<file path="src/rtl/alu_seq_pkg.sv">
// Shared opcode values, FSM state encoding and LED decode for the sequential ALU card.
package alu_seq_pkg;

    localparam logic [2:0] OP_ADD  = 3'd0;
    localparam logic [2:0] OP_SUB  = 3'd1;
    localparam logic [2:0] OP_NOTA = 3'd2;
    localparam logic [2:0] OP_NOTB = 3'd3;
    localparam logic [2:0] OP_AND  = 3'd4;
    localparam logic [2:0] OP_OR   = 3'd5;
    localparam logic [2:0] OP_XOR  = 3'd6;
    localparam logic [2:0] OP_XNOR = 3'd7;

    typedef enum logic [1:0] {
        ST_IDLE  = 2'd0,
        ST_LOAD  = 2'd1,
        ST_READY = 2'd2,
        ST_DONE  = 2'd3
    } state_t;

    // Returns {done, rdy, wait, idle}; exactly one bit set for every state.
    function automatic logic [3:0] led_decode(input state_t s);
        logic [3:0] leds;
        case (s)
            ST_IDLE:  leds = 4'b0001;
            ST_LOAD:  leds = 4'b0010;
            ST_READY: leds = 4'b0100;
            ST_DONE:  leds = 4'b1000;
        endcase
        return leds;
    endfunction

endpackage

</file>
<file path="src/rtl/alu_seq_datapath.sv">
// Combinational ALU function f(opcode, A, B); saturating ADD/SUB when ALU_SAT_EN is defined.
module alu_seq_datapath
    import alu_seq_pkg::*;
#(
    parameter int WIDTH = 4
) (
    input  logic [2:0]       opcode,
    input  logic [WIDTH-1:0] a,
    input  logic [WIDTH-1:0] b,
    output logic [WIDTH-1:0] result_n,
    output logic             cout_n,
    output logic             borrow_n
);

    logic [WIDTH:0] sum;
    logic [WIDTH:0] diff;

    // The extra top bit holds carry for the sum and goes high on A<B for the difference.
    assign sum  = {1'b0, a} + {1'b0, b};
    assign diff = {1'b0, a} - {1'b0, b};

    always_comb begin
        result_n = '0;
        cout_n   = 1'b0;
        borrow_n = 1'b0;
        case (opcode)
            OP_ADD: begin
                result_n = sum[WIDTH-1:0];
                cout_n   = sum[WIDTH];
`ifdef ALU_SAT_EN
                if (sum[WIDTH]) result_n = '1;
`endif
            end
            OP_SUB: begin
                result_n = diff[WIDTH-1:0];
                borrow_n = diff[WIDTH];
`ifdef ALU_SAT_EN
                if (diff[WIDTH]) result_n = '0;
`endif
            end
            OP_NOTA: result_n = ~a;
            OP_NOTB: result_n = ~b;
            OP_AND:  result_n = a & b;
            OP_OR:   result_n = a | b;
            OP_XOR:  result_n = a ^ b;
            default: result_n = ~(a ^ b);
        endcase
    end

endmodule

</file>
<file path="src/rtl/alu_seq_core.sv">
// Sequential ALU core: go-edge handshake FSM, operand/result registers and status LEDs.
// Build option: define ALU_SAT_EN for saturating ADD/SUB.
module alu_seq_core
    import alu_seq_pkg::*;
#(
    parameter int WIDTH = 4
) (
    input  logic             clk,
    input  logic             reset,
    input  logic             go,
    input  logic [WIDTH-1:0] data,
    input  logic [2:0]       opcode,
    output logic [WIDTH-1:0] result,
    output logic             cout,
    output logic             borrow,
    output logic             zero,
    output logic             led_idle,
    output logic             led_wait,
    output logic             led_rdy,
    output logic             led_done
);

    state_t           state_q, state_d;
    logic             go_q;
    logic [WIDTH-1:0] a_q, a_d;
    logic [WIDTH-1:0] b_q, b_d;
    logic [WIDTH-1:0] result_q, result_d;
    logic             cout_q, cout_d;
    logic             borrow_q, borrow_d;
    logic             zero_q, zero_d;

    logic [WIDTH-1:0] result_n;
    logic             cout_n;
    logic             borrow_n;
    logic             rise;
    logic             fall;

    assign rise = go & ~go_q;
    assign fall = ~go & go_q;

    alu_seq_datapath #(
        .WIDTH (WIDTH)
    ) u_datapath (
        .opcode   (opcode),
        .a        (a_q),
        .b        (b_q),
        .result_n (result_n),
        .cout_n   (cout_n),
        .borrow_n (borrow_n)
    );

    always_comb begin
        state_d  = state_q;
        a_d      = a_q;
        b_d      = b_q;
        result_d = result_q;
        cout_d   = cout_q;
        borrow_d = borrow_q;
        zero_d   = zero_q;
        case (state_q)
            ST_IDLE, ST_DONE: begin
                if (rise) begin
                    a_d     = data;
                    state_d = ST_LOAD;
                end
            end
            ST_LOAD: begin
                if (fall) begin
                    b_d     = data;
                    state_d = ST_READY;
                end
            end
            ST_READY: begin
                // The only state where opcode reaches the output registers.
                result_d = result_n;
                cout_d   = cout_n;
                borrow_d = borrow_n;
                zero_d   = (result_n == '0);
                state_d  = ST_DONE;
            end
        endcase
    end

    always_ff @(posedge clk or posedge reset) begin
        if (reset) begin
            state_q  <= ST_IDLE;
            go_q     <= 1'b0;
            a_q      <= '0;
            b_q      <= '0;
            result_q <= '0;
            cout_q   <= 1'b0;
            borrow_q <= 1'b0;
            zero_q   <= 1'b1;
        end else begin
            state_q  <= state_d;
            go_q     <= go;
            a_q      <= a_d;
            b_q      <= b_d;
            result_q <= result_d;
            cout_q   <= cout_d;
            borrow_q <= borrow_d;
            zero_q   <= zero_d;
        end
    end

    assign result = result_q;
    assign cout   = cout_q;
    assign borrow = borrow_q;
    assign zero   = zero_q;
    assign {led_done, led_rdy, led_wait, led_idle} = led_decode(state_q);

endmodule

</file>
<file path="config.mk">
export PLATFORM = sky130hd
export DESIGN_NAME = alu_seq_core
export DESIGN_NICKNAME = d
export VERILOG_FILES = /design/src/rtl/alu_seq_pkg.sv /design/src/rtl/alu_seq_datapath.sv /design/src/rtl/alu_seq_core.sv
export SDC_FILE = /design/constraint.sdc
export NUM_CORES = 1
export LEC_CHECK = 0
export ABC_AREA = 1
export CORE_MARGIN = 3
export CORE_UTILIZATION = 45
export DETAILED_ROUTE_END_ITERATION = 8
export MAX_ROUTING_LAYER = met4
export PLACE_DENSITY = 0.68
export SYNTH_ARGS = -nofsm -noshare
export SYNTH_HDL_FRONTEND = slang
export SYNTH_SLANG_ARGS = --single-unit
export TNS_END_PERCENT = 100
</file>
<file path="constraint.sdc">
create_clock -name clk -period 1.95 [get_ports clk]
set_input_delay 0.39 -clock clk [delete_from_list [all_inputs] [get_ports clk]]
set_output_delay 0.39 -clock clk [all_outputs]
set_load 0.05 [all_outputs]
</file>
# After elaboration in Yosys (flattened, before gate mapping)
# Cells that the tools add are included.
# totals
regBits,18
latch_bits,0
ram_bits,0
romBits,0
input_bits,10
out_inout_bits,11
elab_cells,45
mem_count,0
# classes
add_sub_neg,2
n_mul,0
div_mod_pow,0
order_cmp,0
eq_ne,11
shifts,0
mux,7
bitwise,10
reduce_logical,7
# ops
cell,n
$pmux 4 s7,1
$pmux 4 s4,1
$not 4->4,3
$eq 3x3->1 const B,3
$eq 3x2->1 const B,2
$pmux 2 s3,1
$reduce_and 2->1,3
$add 4x4->5,1
$sub 4x4->5,1
$and 4x4->4,1
$eq 2x2->1 const B,2
$logic_not 4->1,1
$mux 2,2
$ne 2x2->1 const B,2
$or 4x4->4,1
$xor 4x4->4,1
$eq 3x1->1 const B,1
$logic_not 3->1,1
$and 1x1->1,2
$eq 2x1->1 const B,1
$logic_not 2->1,1
$mux 1,2
$not 1->1,2
$reduce_or 2->1,1

# Logic depth before layout (Yosys ltp)
# logic_depth
ltp_word,4
mapped_depth,13
ltp_nobuf,13

# Hierarchy
# A second synthesis with hierarchy kept.
# unflattened
cells_unflattened,196
area_unflattened_um2,1442.6
# by_module_without_submodules
mod,instances,cells_each,area_each_um2,seq_area_each_um2
alu_seq_core,1,87,798.3,451.7
alu_seq_datapath,1,109,644.4,0.0

# Least setup slack after synthesis
# No wires, ideal clock.
# synth_timing
path_kind,register -> register
from,register a_q[0]
to,register zero_q (netlist: zero)
setup_ps,61
arrival_ps,1692
t_required_ps,1889
slack_ps,197
stages_incl_launch_ff,13
path_buffers,0
period_less_slack_ps,1753
cell_sequence,dfrtp_1 inv_1 ha_1 inv_1 fa_1 or2_1 nand3_1 nand2_1 nor2_2 nand3_1 nor2_1 nand2_1 nand2_1
# synth_between
elab_chain_cells,4
word_cells_on_any_way,9
classes_between,2 x add/sub; 1 x mux; 5 x bitwise; 1 x reduce/logical
# synth_rtl
item,line,source
from (decl),alu_seq_core.sv:25,"logic [WIDTH-1:0] a_q, a_d;"
from (signal assigned),alu_seq_core.sv:88,a_q <= '0;
from (signal assigned),alu_seq_core.sv:97,a_q <= a_d;
branches (longest 2 deep; another with $sub 4x4->5),--,
$pmux 4 s7 (*),alu_seq_datapath.sv:26,case (opcode)
$logic_not 4->1 (*),alu_seq_core.sv:78,zero_d = (result_n == '0);
to (signal assigned),alu_seq_core.sv:102,zero_q <= zero_d;
to (decl),alu_seq_core.sv:30,"logic zero_q, zero_d;"
# Every way passes the cells marked *.
# A chain may end at the register's enable or synchronous reset.

# Worst setup path in the final report
# layout_timing
from,register result_q[3] (netlist: result[3])
to,output port result[3]
# layout_lines
item,line,source
from (decl),alu_seq_core.sv:27,"logic [WIDTH-1:0] result_q, result_d;"
from (signal assigned),alu_seq_core.sv:99,result_q <= result_d;
to (decl),alu_seq_core.sv:13,"output logic [WIDTH-1:0] result,"
# No word-level cell between the ends.

==> metrics.txt <==
DR DRC count=0; Die Wd=62.5 um; RSZ-0062 raised after global routing=true; CP cell instances=clkdlybuf4s50_1; vias in the first global route=1247; Max Transition Viols Final=0; Post-synth ARST share=100%; Clock Power Share=8.0%; Routed WL per cell=11.8 um; data required time of the worst path=1560 ps; gr usage total=16.9%; Nets=260; Routed Antenna Nets=0; Post-Route WL=3190 um; CP Max Fanout=2; Comb power frac=67.5%; CTS tree=done; syn_nets=230; Mapped Cells=200; Crit-path slowest cell=clkdlybuf4s50_1; gr busiest metal=met2; Tightest Pin Transition=496 ps; clock skew=3.16 ps; CP startpoint=result[3]; Inserted Diodes=0; root buffer cell=clkbuf_4; GPL Wtd Cong=0.954; first-pass GRT wire length=5310 um; P_sw=1.47 mW; Core Util, Final=63.2%; #FFs+latches synth=18; Post-Syn Area=0.00144 mm2; CP top delay family=buffers and inverters; GR Util met2=27.7%; dpl ws=-48.4 ps; Final Setup Violations=0; grt total ovfl=0; P_int=1.42 mW; die area=0.00390 mm2; Layout area overhead=27.7%; syn avg cell area=7.18 um2; Port Buffers=20; clk buf depth=2; PD cells=1570 mW/mm2; Final Hold Viols=0; reg2reg start=a_q[0]; Initial Utilization=49.5%; dominant synthesized flop cell=dfrtp_1; Die Ht=62.5 um; period utilization=94.6%; CP Capture Type=output pin; VDD IR max=782 uV; H-Tree Depth=1; io pins=21; setup TNS=0 ps; Vias per Instance=5.02; HP Class=in2async; vias post-DR=1360; largest net degree at the start of global routing=19; crit path time final=1850 ps; sequential share of power=24.6%; Worst Path Buf+Inv=1; Critical Path Max Stage Delay=810 ps; arrival time worst endpoint=1460 ps; worst setup margin=104 ps; LEAKAGE=0.941 nW; # rows=19; met3 GRT Util=4.32%; 1st-iter DRT viols=80; Sw Ratio=50.9%; CP Launch Type=register; Slew headroom=66.8%; Design Power=2.89 mW; GR Layer Usage met1=20.5%; Ys Warns=0; post-detail-place hpwl=2560 um; Yosys cell types=23; Fmax achieved=542 MHz; status=finished clean; WS Path Type=reg2out; Clock transition at path regs=110 ps; CTS buffer count=3; Max Cap Violations=0; clk_lat worst skew=290 ps; initial antenna violation count=0; drt pass-1 iters=4; share of layout cells above drive strength 1=14.8%; CTS Sinks=18; EDFF count, synth=0; Seq/Total Area, Yosys=31.5%; Core Region=0.00290 mm2
[layout make-up]
class | instances | area, um2
tap | 42 | 52.6
inverter | 30 | 113
fill | 281 | 1070
multi-input combinational | 148 | 881
timing repair buffer | 29 | 297
sequential | 18 | 454
clock buffer | 4 | 36.3
[power by group through the flow]
stage                     Sequential [mW]  Clock, mW  Combinational [mW]
after floorplan                     0.875          0                1.12
after detailed placement            0.702          0                1.82
after CTS                           0.695      0.237                1.82
after global routing                0.743      0.260                2.14
after global placement              0.691          0                1.78
final                               0.709      0.230                1.95
[metrics by stage]
step	hold WS, ps	area (um2)	cells
2_1_floorplan	328	1440	200
3_5_place_dp	459	1730	264
3_3_place_gp	459	1730	264
6_report	400	1830	271
4_1_cts	406	1760	268
5_1_grt	418	1830	271
[worst min-delay path, delay by kind of cell]
| kind | cells | cell delay, ps |
|---|---|---|
| buf+inv | 3 | 680 |
[registers in the layout, indices dropped and copies added (netlist names)]
register / flops
b_q: 4
go_q: 1
result: 4
zero: 1
borrow: 1
a_q: 4
cout: 1
state_q: 2
[per-layer routing]
layer	share of wire (%)	routed length, um	vias up
met2	49	1570	62
li1	-	-	691
met4	1.1	34	0
met1	42	1340	603
met5	0	0	-
met3	7.7	245	4
[synth_stat cells, types with 2 or more instances]
master / number / area, um2
nand3_1: 21 / 105
buf_4: 2 / 15.0
nand2_1: 53 / 199
nor2_1: 18 / 67.6
nor2_2: 2 / 12.5
nor3_1: 2 / 10.0
fa_1: 2 / 40.0
dfrtp_1: 17 / 425
ha_1: 18 / 225
inv_1: 29 / 109
o21ai_0: 20 / 100
nand4_1: 2 / 12.5
a21oi_1: 4 / 20.0
[repair_timing]
item,in CTS,in global routing
buffers inserted,0,3
resized for setup,0,15
hold buffers,0,0
setup endpoints to repair,0,3
[worst paths after layout]
| path | end | slack (ps) | cells past startpoint |
|---|---|---|---|
| worst min register to register | zero | 470 | 2 |
| worst min-delay path | a_q[2] | 400 | 3 |
| max in group asynchronous | zero | 1290 | 3 |
| min in group clk | zero | 470 | 2 |
| worst max register to register | zero | 120 | 12 |
| worst max-delay path | result[3] | 100 | 1 |
[cell usage in the layout, fill, tap and decap left out, types with 2 or more instances in the layout]
master            n
nor2_1           18
dfrtp_1          15
nand4_1           2
buf_12            3
buf_4            10
a21oi_1           4
dfrtp_2           2
o21ai_1           2
nand3_2           2
inv_2             3
nand3_1          19
ha_4              2
nor3_1            2
nand2_1          53
ha_1             15
clkbuf_4          3
o21ai_0          18
nor2_2            2
clkdlybuf4s50_1  15
inv_1            27
[logic make-up (layout without fill, tap and decap cells)]
group           Yosys count  in the layout  share of synthesized area, %
fa+ha+maj                20             20                          18.5
simple gates            101            101                          30.0
flops                    18             18                          31.5
xor+xnor                  1              1                         0.610
compound gates           26             26                          9.50
buf+inv                  34             63                          9.94
Power figures use the tool's default switching activity.
